$ cat config.mk
export PLATFORM = sky130hd
export DESIGN_NAME = arbitrating_multiplexor
export DESIGN_NICKNAME = d
export VERILOG_FILES = /design/src/rtl/arbitrating_multiplexor_pkg.sv /design/src/rtl/arbitrating_multiplexor_round_robin_arbiter.sv /design/src/rtl/arbitrating_multiplexor.sv
export SDC_FILE = /design/constraint.sdc
export NUM_CORES = 1
export LEC_CHECK = 0
export ABC_AREA = 1
export CAP_MARGIN = 20
export CORE_MARGIN = 1.5
export CORE_UTILIZATION = 43
export CTS_BUF_LIST = sky130_fd_sc_hd__clkbuf_8
export DETAILED_ROUTE_END_ITERATION = 7
export PLACE_DENSITY_LB_ADDON = 0.3
export SYNTH_ARGS = -nofsm -noshare
export SYNTH_HDL_FRONTEND = slang
export SYNTH_SLANG_ARGS = --single-unit
$ cat constraint.sdc
create_clock -name clk -period 2.2 [get_ports clk]
set_input_delay 0.55 -clock clk [delete_from_list [all_inputs] [get_ports clk]]
set_output_delay 0.55 -clock clk [all_outputs]
set_load 0.05 [all_outputs]
$ cat src/rtl/arbitrating_multiplexor_pkg.sv
// Shared constants and helpers for the channel mux/demux pair.
package arbitrating_multiplexor_pkg;

  // Number of channels addressed by an index of the given width.
  function automatic int unsigned chan_count(input int unsigned aw);
    return 32'd1 << aw;
  endfunction

  // Channel idx occupies [slice_lsb(idx, dw) +: dw] of a packed channel bus.
  function automatic int unsigned slice_lsb(input int unsigned idx, input int unsigned dw);
    return idx * dw;
  endfunction

endpackage

$ cat src/rtl/arbitrating_multiplexor_round_robin_arbiter.sv
// Combinational round-robin grant: first requester at or after ptr, wrapping.
module arbitrating_multiplexor_round_robin_arbiter
  import arbitrating_multiplexor_pkg::*;
#(
  parameter int unsigned ADDRESS_WIDTH = 2
) (
  input  logic [chan_count(ADDRESS_WIDTH)-1:0] req,
  input  logic [ADDRESS_WIDTH-1:0]             ptr,
  output logic                                 grant_valid,
  output logic [ADDRESS_WIDTH-1:0]             grant
);

  localparam int unsigned N = chan_count(ADDRESS_WIDTH);

  logic [ADDRESS_WIDTH-1:0] idx;

  // Scan farthest offset first so the nearest requester after ptr wins last.
  always_comb begin
    grant_valid = 1'b0;
    grant       = '0;
    idx         = '0;
    for (int i = int'(N) - 1; i >= 0; i--) begin
      idx = ptr + ADDRESS_WIDTH'(i);
      if (req[idx]) begin
        grant_valid = 1'b1;
        grant       = idx;
      end
    end
  end

endmodule

$ cat src/rtl/arbitrating_multiplexor.sv
// Merges N valid/ready channels onto one registered output stream, tagged by source.
module arbitrating_multiplexor
  import arbitrating_multiplexor_pkg::*;
#(
  parameter int unsigned ADDRESS_WIDTH = 2,
  parameter int unsigned DATA_WIDTH    = 8
) (
  input  logic                                            clk,
  input  logic                                            reset,
  input  logic [chan_count(ADDRESS_WIDTH)-1:0]            in_valid,
  input  logic [chan_count(ADDRESS_WIDTH)*DATA_WIDTH-1:0] in_data,
  output logic [chan_count(ADDRESS_WIDTH)-1:0]            in_ready,
  output logic                                            out_valid,
  output logic [DATA_WIDTH-1:0]                           out_data,
  output logic [ADDRESS_WIDTH-1:0]                        out_address,
  input  logic                                            out_ready
);

  localparam int unsigned N = chan_count(ADDRESS_WIDTH);

  logic [ADDRESS_WIDTH-1:0] ptr;
  logic                     grant_valid;
  logic [ADDRESS_WIDTH-1:0] grant;
  logic                     load_en;
  logic [DATA_WIDTH-1:0]    chan_data [N];

  for (genvar i = 0; i < int'(N); i++) begin : g_unpack
    assign chan_data[i] = in_data[slice_lsb(i, DATA_WIDTH) +: DATA_WIDTH];
  end

  arbitrating_multiplexor_round_robin_arbiter #(
    .ADDRESS_WIDTH (ADDRESS_WIDTH)
  ) u_arbiter (
    .req         (in_valid),
    .ptr         (ptr),
    .grant_valid (grant_valid),
    .grant       (grant)
  );

  // Register is empty or draining this cycle; allows drain and load together.
  assign load_en = !out_valid || out_ready;

  always_comb begin
    in_ready = '0;
    if (grant_valid && load_en && !reset) begin
      in_ready = N'(1) << grant;
    end
  end

  always_ff @(posedge clk) begin
    if (reset) begin
      out_valid   <= 1'b0;
      out_data    <= '0;
      out_address <= '0;
      ptr         <= '0;
    end else if (load_en) begin
      if (grant_valid) begin
        out_valid   <= 1'b1;
        out_data    <= chan_data[grant];
        out_address <= grant;
        ptr         <= grant + ADDRESS_WIDTH'(1);
      end else begin
        out_valid <= 1'b0;
      end
    end
  end

endmodule

**Word level (Yosys, flattened, before mapping)**

Index checks and enable logic that the tools add are counted.

- Flip-flop bits (word level): 13
- Input bits: 39
- Output and inout bits: 15
- Logic and storage cells: 42

- Add/sub/neg operators: 4
- $lt $le $gt $ge: 5
- Shifts and indexed selects: 1
- Mux-type cells: 21
- Bitwise logic cells: 1
- Reduce and logical (&&, ||, !) cells: 6

Operators by type and width:

| cell | number |
|---|---|
| $bmux 8 s2 | 1 |
| $mux 8 | 2 |
| $lt 2x3->1 const B | 4 |
| $mux 1 | 9 |
| $bmux 1 s2 | 4 |
| $mux 2 | 4 |
| $add 2x1->2 const B | 2 |
| $add 2x2->2 const B | 2 |
| $mux 4 | 1 |
| $shl 1x2->4 const A | 1 |
| $ge 3x3->1 const B | 1 |
| $not 2->3 | 1 |
| $logic_and 1x1->1 | 2 |
| $logic_not 1->1 | 2 |
| $reduce_and 2->1 | 1 |
| $logic_or 1x1->1 | 1 |

**Logic depth before layout (Yosys ltp)**

Gate-level depths: netlist (run 1).

- Depth in word-level cells: 11
- Depth in mapped cells: 16
- Gate-level depth less buffers: 14

**Modules after synthesis**

Synthesis (run 1) repeated with hierarchy kept, for this count alone.

- Cell total of the unflattened synthesis: 187
- Area, all modules: 1,136.1 um^2

By module, submodules not included:

| module | times used | cells each | area an instance (um^2) | seq. area each (um^2) |
|---|---|---|---|---|
| arbitrating_multiplexor | 1 | 141 | 923.4 | 260.2 |
| arbitrating_multiplexor_round_robin_arbiter | 1 | 46 | 212.7 | 0.0 |

**Worst setup path before layout (run 1)**

Ideal clock, no wire load.

- Path type: input port to output port
- Start: input port in_valid[1]
- End: output port in_ready[3]
- Arrival: 2,495 ps
- Data required time: 1,650 ps
- Setup slack: -845 ps
- Stages: 12
- Buffers on the path: 1
- Cell sequence: inv_1 -> nand2_1 -> nand3_2 -> nand2_1 -> inv_1 -> nor2_1 -> nor2_2 -> nand2_4 -> nand2_8 -> buf_12 -> clkinv_2 -> nor3_1

- Word-level cells in the longest chain between the ends: 9
- Elaborated cells on any way between the ends: 20
- Classes of those cells: 1 x shift; 17 x mux; 2 x reduce/logical

Ends and longest elaborated chain:

| what | line | text |
|---|---|---|
| start, declared | arbitrating_multiplexor.sv:10 | `input logic [chan_count(ADDRESS_WIDTH)-1:0] in_valid,` |
| $bmux 1 s2 | arbitrating_multiplexor_round_robin_arbiter.sv:24 | `if (req[idx]) begin` |
| $mux 1 (not written as such) | arbitrating_multiplexor_round_robin_arbiter.sv:24 |  |
| $mux 1 (4 in series) | arbitrating_multiplexor_round_robin_arbiter.sv:24 |  |
| $logic_and 1x1->1 (2 in series) | arbitrating_multiplexor.sv:45 | `if (grant_valid && load_en && !reset) begin` |
| $mux 4 (*) | arbitrating_multiplexor.sv:45 |  |
| end, declared | arbitrating_multiplexor.sv:12 | `output logic [chan_count(ADDRESS_WIDTH)-1:0] in_ready,` |

Mark *: on every way between the ends. The rest lies on a longest branch, timed or not. The select of a mux whose other input is x is not followed.

**Worst setup path after layout (run 1)**

- Start: register ptr[0]
- End: output port in_ready[2]

- Word-level cells in the longest chain between the ends: 10
- Elaborated cells on any way between the ends: 23
- Classes of those cells: 3 x add/sub; 1 x shift; 17 x mux; 2 x reduce/logical

Ends and longest elaborated chain:

| what | line | text |
|---|---|---|
| start, declared | arbitrating_multiplexor.sv:21 | `logic [ADDRESS_WIDTH-1:0] ptr;` |
| start signal, assigned | arbitrating_multiplexor.sv:61 | `ptr <= grant + ADDRESS_WIDTH'(1);` |
| $add 2x2->2 | arbitrating_multiplexor_round_robin_arbiter.sv:23 | `idx = ptr + ADDRESS_WIDTH'(i);` |
| $bmux 1 s2 | arbitrating_multiplexor_round_robin_arbiter.sv:24 |  |
| $mux 1 (not written as such) | arbitrating_multiplexor_round_robin_arbiter.sv:24 |  |
| $mux 1 (4 in series) | arbitrating_multiplexor_round_robin_arbiter.sv:24 |  |
| $logic_and 1x1->1 (2 in series) | arbitrating_multiplexor.sv:45 |  |
| $mux 4 (*) | arbitrating_multiplexor.sv:45 |  |

Marks and branches as above.

==> results of run 1 <==
==> where the power goes <==
part	internal (mW)	total (mW)	switching (mW)
Combinational	1.33	3.44	2.11
Clock	0.124	0.222	0.0983
Sequential	0.346	0.432	0.0859
==> cell type report <==
cell class                      count  share of cell area
Timing Repair Buffer               83               0.360
Tap cell                           30              0.0168
Inverter                           26              0.0651
Multi-Input combinational cell    143               0.418
Sequential cell                    13               0.120
Clock inverter                      1             0.00168
Clock buffer                        3              0.0185
==> sequential cells by signal, indices dropped and copies added (netlist names) <==
signal and flops:
out_valid 1, out_address 2, out_data 8, ptr 2
==> through the flow <==
step / cell area (um^2) / worst slack, ns
CTS: 2090 / -0.210
global route: 2230 / -0.367
global placement: 1980 / -0.653
detailed placement: 1980 / -0.704
floorplan: 1300 / -0.214
finish: 2230 / -0.322
==> cells in the mapped netlist <==
cell type / number
o21ai_2: 1
nor3_1: 2
buf_6: 5
buf_2: 1
dfxtp_1: 13
nor2_1: 29
clkbuf_1: 1
nand2_8: 1
nand2_2: 7
nand3_2: 3
nand4_1: 8
inv_6: 1
buf_12: 1
nand2_4: 3
inv_1: 22
inv_2: 2
a21oi_1: 4
clkinv_2: 1
o21ai_0: 12
nand3_1: 21
nand2_1: 40
nor2_2: 11
a21oi_4: 1
==> final timing paths <==
check	startpoint	to
setup / recovery	ptr[0]	in_ready[2]
hold / removal	out_data[2]	out_data[2]
setup reg to reg	ptr[0]	out_address[1]
hold reg to reg	out_data[2]	out_data[2]
==> kinds of logic after synthesis <==
kind of cell,count (synthesis),share of synthesized area
AOI/OAI and AO/OA,18,0.0895
and+or+nand+nor,125,0.528
buffers and inverters,34,0.161
DFF,13,0.222
==> metal layers <==
layer,GRT usage,vias to the layer above,wire (um)
met2,0.526,110,2520
met1,0.337,740,1920
met3,0.0515,23,389
li1,-,763,-
met4,0.132,0,244
met5,0,-,0
==> worst max-delay path: cells and delay by family, from the launching register on <==
kind | cells | cell delay [ns]
DFF | 1 | 0.40
buffers and inverters | 5 | 0.47
and+or+nand+nor | 9 | 0.86
==> timing repair <==
item                       CTS  global route
buffers inserted             3             6
setup endpoints to repair   16             8
pin swaps                    9            20
resized for setup           33            29
==> metrics.md, run 1 <==
| Metric | Value |
|---|---|
| Area of the core | `2520 um^2` |
| Top cells by area, synth | `dfxtp_1, nand2_1, nor2_1` |
| Hold Vio Cnt, Final | `0` |
| Crit-path max cell delay | `0.40 ns` |
| CTS tree | `built` |
| Crit path kind | `reg -> out` |
| Max-cap violations | `0` |
| Buffers on Ports | `53` |
| Routed via count | `1636` |
| Seq/Total Area, Yosys | `0.222` |
| Initial Util | `0.466` |
| Area Growth Syn to Fin | `89.9%` |
| Nets | `309` |
| Grt total ovfl | `0` |
| Placed insts | `approximately 290` |
| Sequential cell area | `268 um^2` |
| Placer Congestion | `0.840` |
| Clock Sink Count | `13` |
| Slowest-stage cell, CP | `dfxtp_4` |
| Critical-path cell list | `inv_6 > buf_4 > nand2_4 > nand3_2 > nand2_4 > inv_1 > nor2_2 > nor2_2 > nand2_4 > nand2_8 > clkinv_8 > nand2_2 > nor2_4 > buf_12` |
| Clk buf depth | `2` |
| DR iter-0 viols | `110` |
| Startpoint Class | `flop` |
| Initial antenna violation count | `0` |
| Mapped Cells | `190` |
| Vias in the first global route | `1540` |
| Data arrival, critical path | `1.97 ns` |
| Vias per inst | `roughly 5.5` |
| Setup-failing EPs final | `6` |
| Leakage | `~1.1 nW` |
| Area of the multi-input gates | `933 um^2` |
| Die width | `55.3 um` |
| Dpl hpwl | `2.73 mm` |
| Post-DRT Antenna Nets | `0` |
| P per Cell Area | `1830 nW/um^2` |
| IR drop worst, VDD | `2010 uV` |
| Slew Viols, Final | `0` |
| Non-filler cells, final | `299` |
| Avg WL per Cell | `between 15 and 20 um` |
| Min-Delay Path Class | `reg -> reg` |
| H-tree levels | `1` |
| Max-slew headroom | `0.641` |
| Yosys reg bits | `13` |
| Critical path capture point type | `output pin` |
| Fmax | `397 MHz` |
| Fin util | `0.884` |
| Total GRT Usage | `0.294` |
| Worst-Margin Slew | `0.537 ns` |
| Setup TNS | `-1.30 ns` |
| Failing checks | `negative setup slack` |
| First-pass GRT wire length | `about 7.2 mm` |
| Number of core rows | `18` |
| Final Cycle Share | `1.15` |
| Status | `complete, but fails checks` |
| Critical Path RT | `approximately 1.7 ns` |
| Fillers | `approximately 130` |
| Worst-path fanout max | `6` |
| Syn avg cell area | `6.18 um^2` |
| Routed WL | `approximately 5.1 mm` |
| Share of cells above drive strength 1 | `0.401` |
| Hold Path Depth | `2` |
| Top cell type's share of synthesized area | `0.222` |
| FF-to-FF setup slack | `-0.11 ns` |
| Die area | `3050 um^2` |
| Most frequent cells in the layout | `clkdlybuf4s50_1, nor2_1, buf_4` |
| Fin Clk Skew | `roughly 0.0035 ns` |
| Remaining DRCs | `0` |
| Commonest non-fill, non-tap cell in the layout | `clkdlybuf4s50_1` |
| TritonRoute pass-1 iters | `4` |
| Yosys top cell by area | `dfxtp_1` |
| CP dominant cell by count | `nand2_4` |
| Clock transition at path regs | `0.06 ns` |
| Die Ht | `roughly 55 um` |
| Hold WS | `0.550 ns` |
| Clock insertion delay at the later pin of the skew report | `~0.25 ns` |
| # IOs | `54` |
| YS warnings | `0` |
| Cts hold-fix bufs | `0` |
| Reg2reg path depth | `15` |
| Mapped Nets | `229` |
| Power Total | `4.09 mW` |
| Post-Syn Area | `~1200 um^2` |
| Ant. Diodes | `0` |
| Clock Tree Root | `clkbuf_8` |
| Final Critical Period | `2.52 ns` |
| Total clock buffers created by CTS | `3` |
| Largest net degree at the start of global routing | `26` |
| RSZ-0062 raised after global routing | `true` |
| Distinct cell type count after synthesis | `23` |
| Fin worst setup slack | `-0.322 ns` |
(Power assumes the default switching activity.)
==> run 2: changes to the inputs <==
--- a/config.mk
+++ b/config.mk
@@ -7,11 +7,12 @@
 export LEC_CHECK = 0
 export ABC_AREA = 1
 export CAP_MARGIN = 20
-export CORE_MARGIN = 1.5
-export CORE_UTILIZATION = 43
+export CORE_MARGIN = 1
+export CORE_UTILIZATION = 42
 export CTS_BUF_LIST = sky130_fd_sc_hd__clkbuf_8
 export DETAILED_ROUTE_END_ITERATION = 7
 export PLACE_DENSITY_LB_ADDON = 0.3
 export SYNTH_ARGS = -nofsm -noshare
 export SYNTH_HDL_FRONTEND = slang
+export SYNTH_HIERARCHICAL = 1
 export SYNTH_SLANG_ARGS = --single-unit
==> run 2 against run 1 <==
Against the previous run: the run still ends with negative setup slack left; clock power decreased by 4%; largest power group unchanged; clock-buffer cell count is the same; worst setup slack better by 0.060 ns; sequential power shrank 4.9%; critical path type unchanged; fmax is 2.4% higher; combinational power decreased by 10%; die area down 4.5%.
==> metrics.md, run 2 <==
| Metric | Value |
|---|---|
| Nets | `306 (-0.97%)` |
| Vias in the first global route | `1310 (-15%)` |
| Remaining DRCs | `0 (unchanged)` |
| P per Cell Area | `1760 nW/um^2 (-4.2%)` |
| Share of cells above drive strength 1 | `0.408 (+0.00691)` |
| Total clock buffers created by CTS | `3 (unchanged)` |
| Total GRT Usage | `0.250 (-0.0437)` |
| Die width | `54.0 um (-2.3%)` |
| IR drop worst, VDD | `1470 uV (-27%)` |
| Top_reg_cell synth | `dfxtp_1` |
| Top reg by flops | `out_data` |
| Ant. Diodes | `0 (unchanged)` |
| TritonRoute pass-1 iters | `4 (unchanged)` |
| Most frequent cells in the layout | `nand2_1, clkdlybuf4s50_1, nand2_2` |
| Data arrival, critical path | `1.91 ns (-0.06 ns)` |
| Mapped Nets | `230 (+0.44%)` |
| Seq/Total Area, Yosys | `0.229 (+0.00756)` |
| Cts hold-fix bufs | `0 (unchanged)` |
| Most common cell in the synthesized netlist | `nand2_1` |
| Status | `complete, but fails checks` |
| Most common library cells after synthesis | `nand2_1, inv_1, nand3_1` |
| Buffers on Ports | `53 (unchanged)` |
| Top cell type's share of synthesized area | `0.244 (+0.0230)` |
| Post-DRT Antenna Nets | `0 (unchanged)` |
| Failing checks | `negative setup slack` |
| Fin worst setup slack | `-0.262 ns (+0.0597 ns)` |
| Die Ht | `54.0 um (-2.3%)` |
| Top cells by area, synth | `nand2_1, dfxtp_1, nand3_1` |
| R2R Path Start | `ptr[0]` |
| Non-filler cells, final | `292 (-2.3%)` |
| Worst R2R End | `out_data[0]` |
| Grt total ovfl | `0 (unchanged)` |
| Mapped Cells | `187 (-1.6%)` |
| FF-to-FF setup slack | `0.29 ns (+0.40 ns)` |
| Fillers | `167 (+31%)` |
| Leakage | `0.976 nW (-9.0%)` |
| Number of synthesized flops with an enable pin | `0 (unchanged)` |
| DR iter-0 viols | `25 (-77%)` |
| Fmax | `406 MHz (+2.4%)` |
| Setup-failing EPs final | `4 (-2)` |
| Yosys top cell by area | `nand2_1` |
| Slew Viols, Final | `0 (unchanged)` |
| H-tree levels | `1 (unchanged)` |
| Syn avg cell area | `6.08 um^2 (-1.8%)` |
| Die area | `2920 um^2 (-4.5%)` |
| Sequential cell area | `265 um^2 (-0.93%)` |
| Ys async rst share | `0 (unchanged)` |
| # IOs | `54 (unchanged)` |
| Final Cycle Share | `1.12 (-0.0271)` |
| Max-cap violations | `0 (unchanged)` |
| Avg WL per Cell | `11.3 um (-33%)` |
| Biggest regs | `out_data x8, out_address x2, ptr x2` |
| Largest net degree at the start of global routing | `18 (-31%)` |
| Initial Util | `0.450 (-0.0154)` |
| Area of the core | `2520 um^2 (unchanged)` |
| Clock Tree Root | `clkbuf_8` |
| Post-Syn Area | `1140 um^2 (-3.3%)` |
| Routed via count | `1439 (-12%)` |
| Pre-CTS setup slack | `-0.704 ns (+0.0000610 ns)` |
| Clock insertion delay at the later pin of the skew report | `0.24 ns (about the same)` |
| Startpoint Class | `flop` |
| Crit path kind | `reg -> out` |
| YS warnings | `6 (+6)` |
| Critical Path RT | `1.65 ns (about the same)` |
| Number of core rows | `18 (unchanged)` |
| Placed insts | `280 (-2.4%)` |
| Vias per inst | `4.93 (-9.9%)` |
| Initial antenna violation count | `0 (unchanged)` |
| Placer Congestion | `0.796 (-5.2%)` |
| Hold path start | `out_address[1]` |
| Hold Path Sink | `out_address[1]` |
| CTS tree | `built` |
| Worst-Margin Slew | `0.529 ns (-0.00813 ns)` |
| Routed WL | `3.31 mm (-35%)` |
| Worst-path fanout max | `4 (-2)` |
| Fin Clk Skew | `0.00339 ns (-0.000115 ns)` |
| Hold Vio Cnt, Final | `0 (unchanged)` |
| Max-slew headroom | `0.646 (+0.00543)` |
| First-pass GRT wire length | `5.28 mm (-26%)` |
| Yosys reg bits | `13 (unchanged)` |
| Hold Path Depth | `2 (unchanged)` |
| Commonest non-fill, non-tap cell in the layout | `nand2_1` |
| Clk buf depth | `2 (unchanged)` |
| Area of the multi-input gates | `863 um^2 (-7.5%)` |
| Min-Delay Path Class | `reg -> reg` |
| Clock Sink Count | `13 (unchanged)` |
| Dpl hpwl | `2.28 mm (-16%)` |
| Final Critical Period | `2.46 ns (-0.0597 ns)` |
| Critical path capture point type | `output pin` |
| Reg2reg path depth | `14 (-1)` |
| Distinct cell type count after synthesis | `22 (-4.3%)` |
| RSZ-0062 raised after global routing | `true` |
| Clock transition at path regs | `0.06 ns (about the same)` |
| Area Growth Syn to Fin | `85.4%` |
| Max FFs per register | `8 (unchanged)` |
[run 2: worst max path at each step]
stage,from,end,slack [ns],cells past startpoint
global placement,in_valid[2],in_ready[3],-0.64,14
floorplan,in_valid[2],in_ready[2],-0.18,15
finish,ptr[0],in_ready[2],-0.26,12
CTS,ptr[0],in_ready[2],-0.23,13
global route,ptr[0],in_ready[2],-0.33,12
detailed placement,in_valid[2],in_ready[1],-0.70,14
[run 2: logic make-up after synthesis]
kind of cell / count (synthesis) / synth area share
compound gates: 16 / 0.0892
buf+inv: 33 / 0.165
flops: 13 / 0.229
simple gates: 121 / 0.472
fa+ha+maj: 4 / 0.0441
[run 2: through the flow]
step	total power [mW]	cell area, um^2	hold WS, ns	utilization	setup TNS [ns]
floorplan	2.30	1210	0.463	-	-0.421
global placement	2.85	1860	0.470	0.738	-5.44
detailed placement	2.91	1860	0.484	0.738	-6.38
CTS	3.50	2050	0.493	0.814	-0.732
global route	3.97	2110	0.533	0.835	-1.14
finish	3.70	2110	0.491	0.835	-0.863
[run 2: timing repair]
item / 4_1_cts / 5_1_grt
gates resized for setup: 45 / 16
hold endpoints to repair: 0 / 0
setup buffers: 6 / 2
pin swaps: 16 / 13
setup endpoints to repair: 14 / 4
[run 2: power breakdown]
part,internal (mW),switching [mW]
clock,0.125,0.0882
sequential,0.345,0.0658
combinational,1.29,1.79
total,1.76,1.94
[run 2: critical path, stage by stage (launching register included)]
cell and delay (ns):
dfxtp_4 0.36, buf_6 0.13, o21ai_4 0.19, nand2_2 0.11
nand2_2 0.08, inv_2 0.04, a21boi_2 0.13, buf_6 0.14
buf_12 0.10, ha_4 0.11, inv_2 0.04, nor2_4 0.09
buf_12 0.14
[run 2: cell type report]
class                           instances  area share
Timing Repair Buffer                   79       0.366
Sequential cell                        13       0.126
Clock buffer                            3      0.0196
Clock inverter                          1     0.00238
Tap cell                               30      0.0178
Multi-Input combinational cell        141       0.410
Inverter                               25      0.0582
[run 2: per-layer routing]
metal | GRT usage | up-vias | wire length [um]
li1 | - | 721 | -
met1 | 0.258 | 661 | 1300
met2 | 0.502 | 57 | 1760
met3 | 0.0734 | 0 | 245
met4 | 0.0256 | 0 | 0
met5 | 0 | - | 0
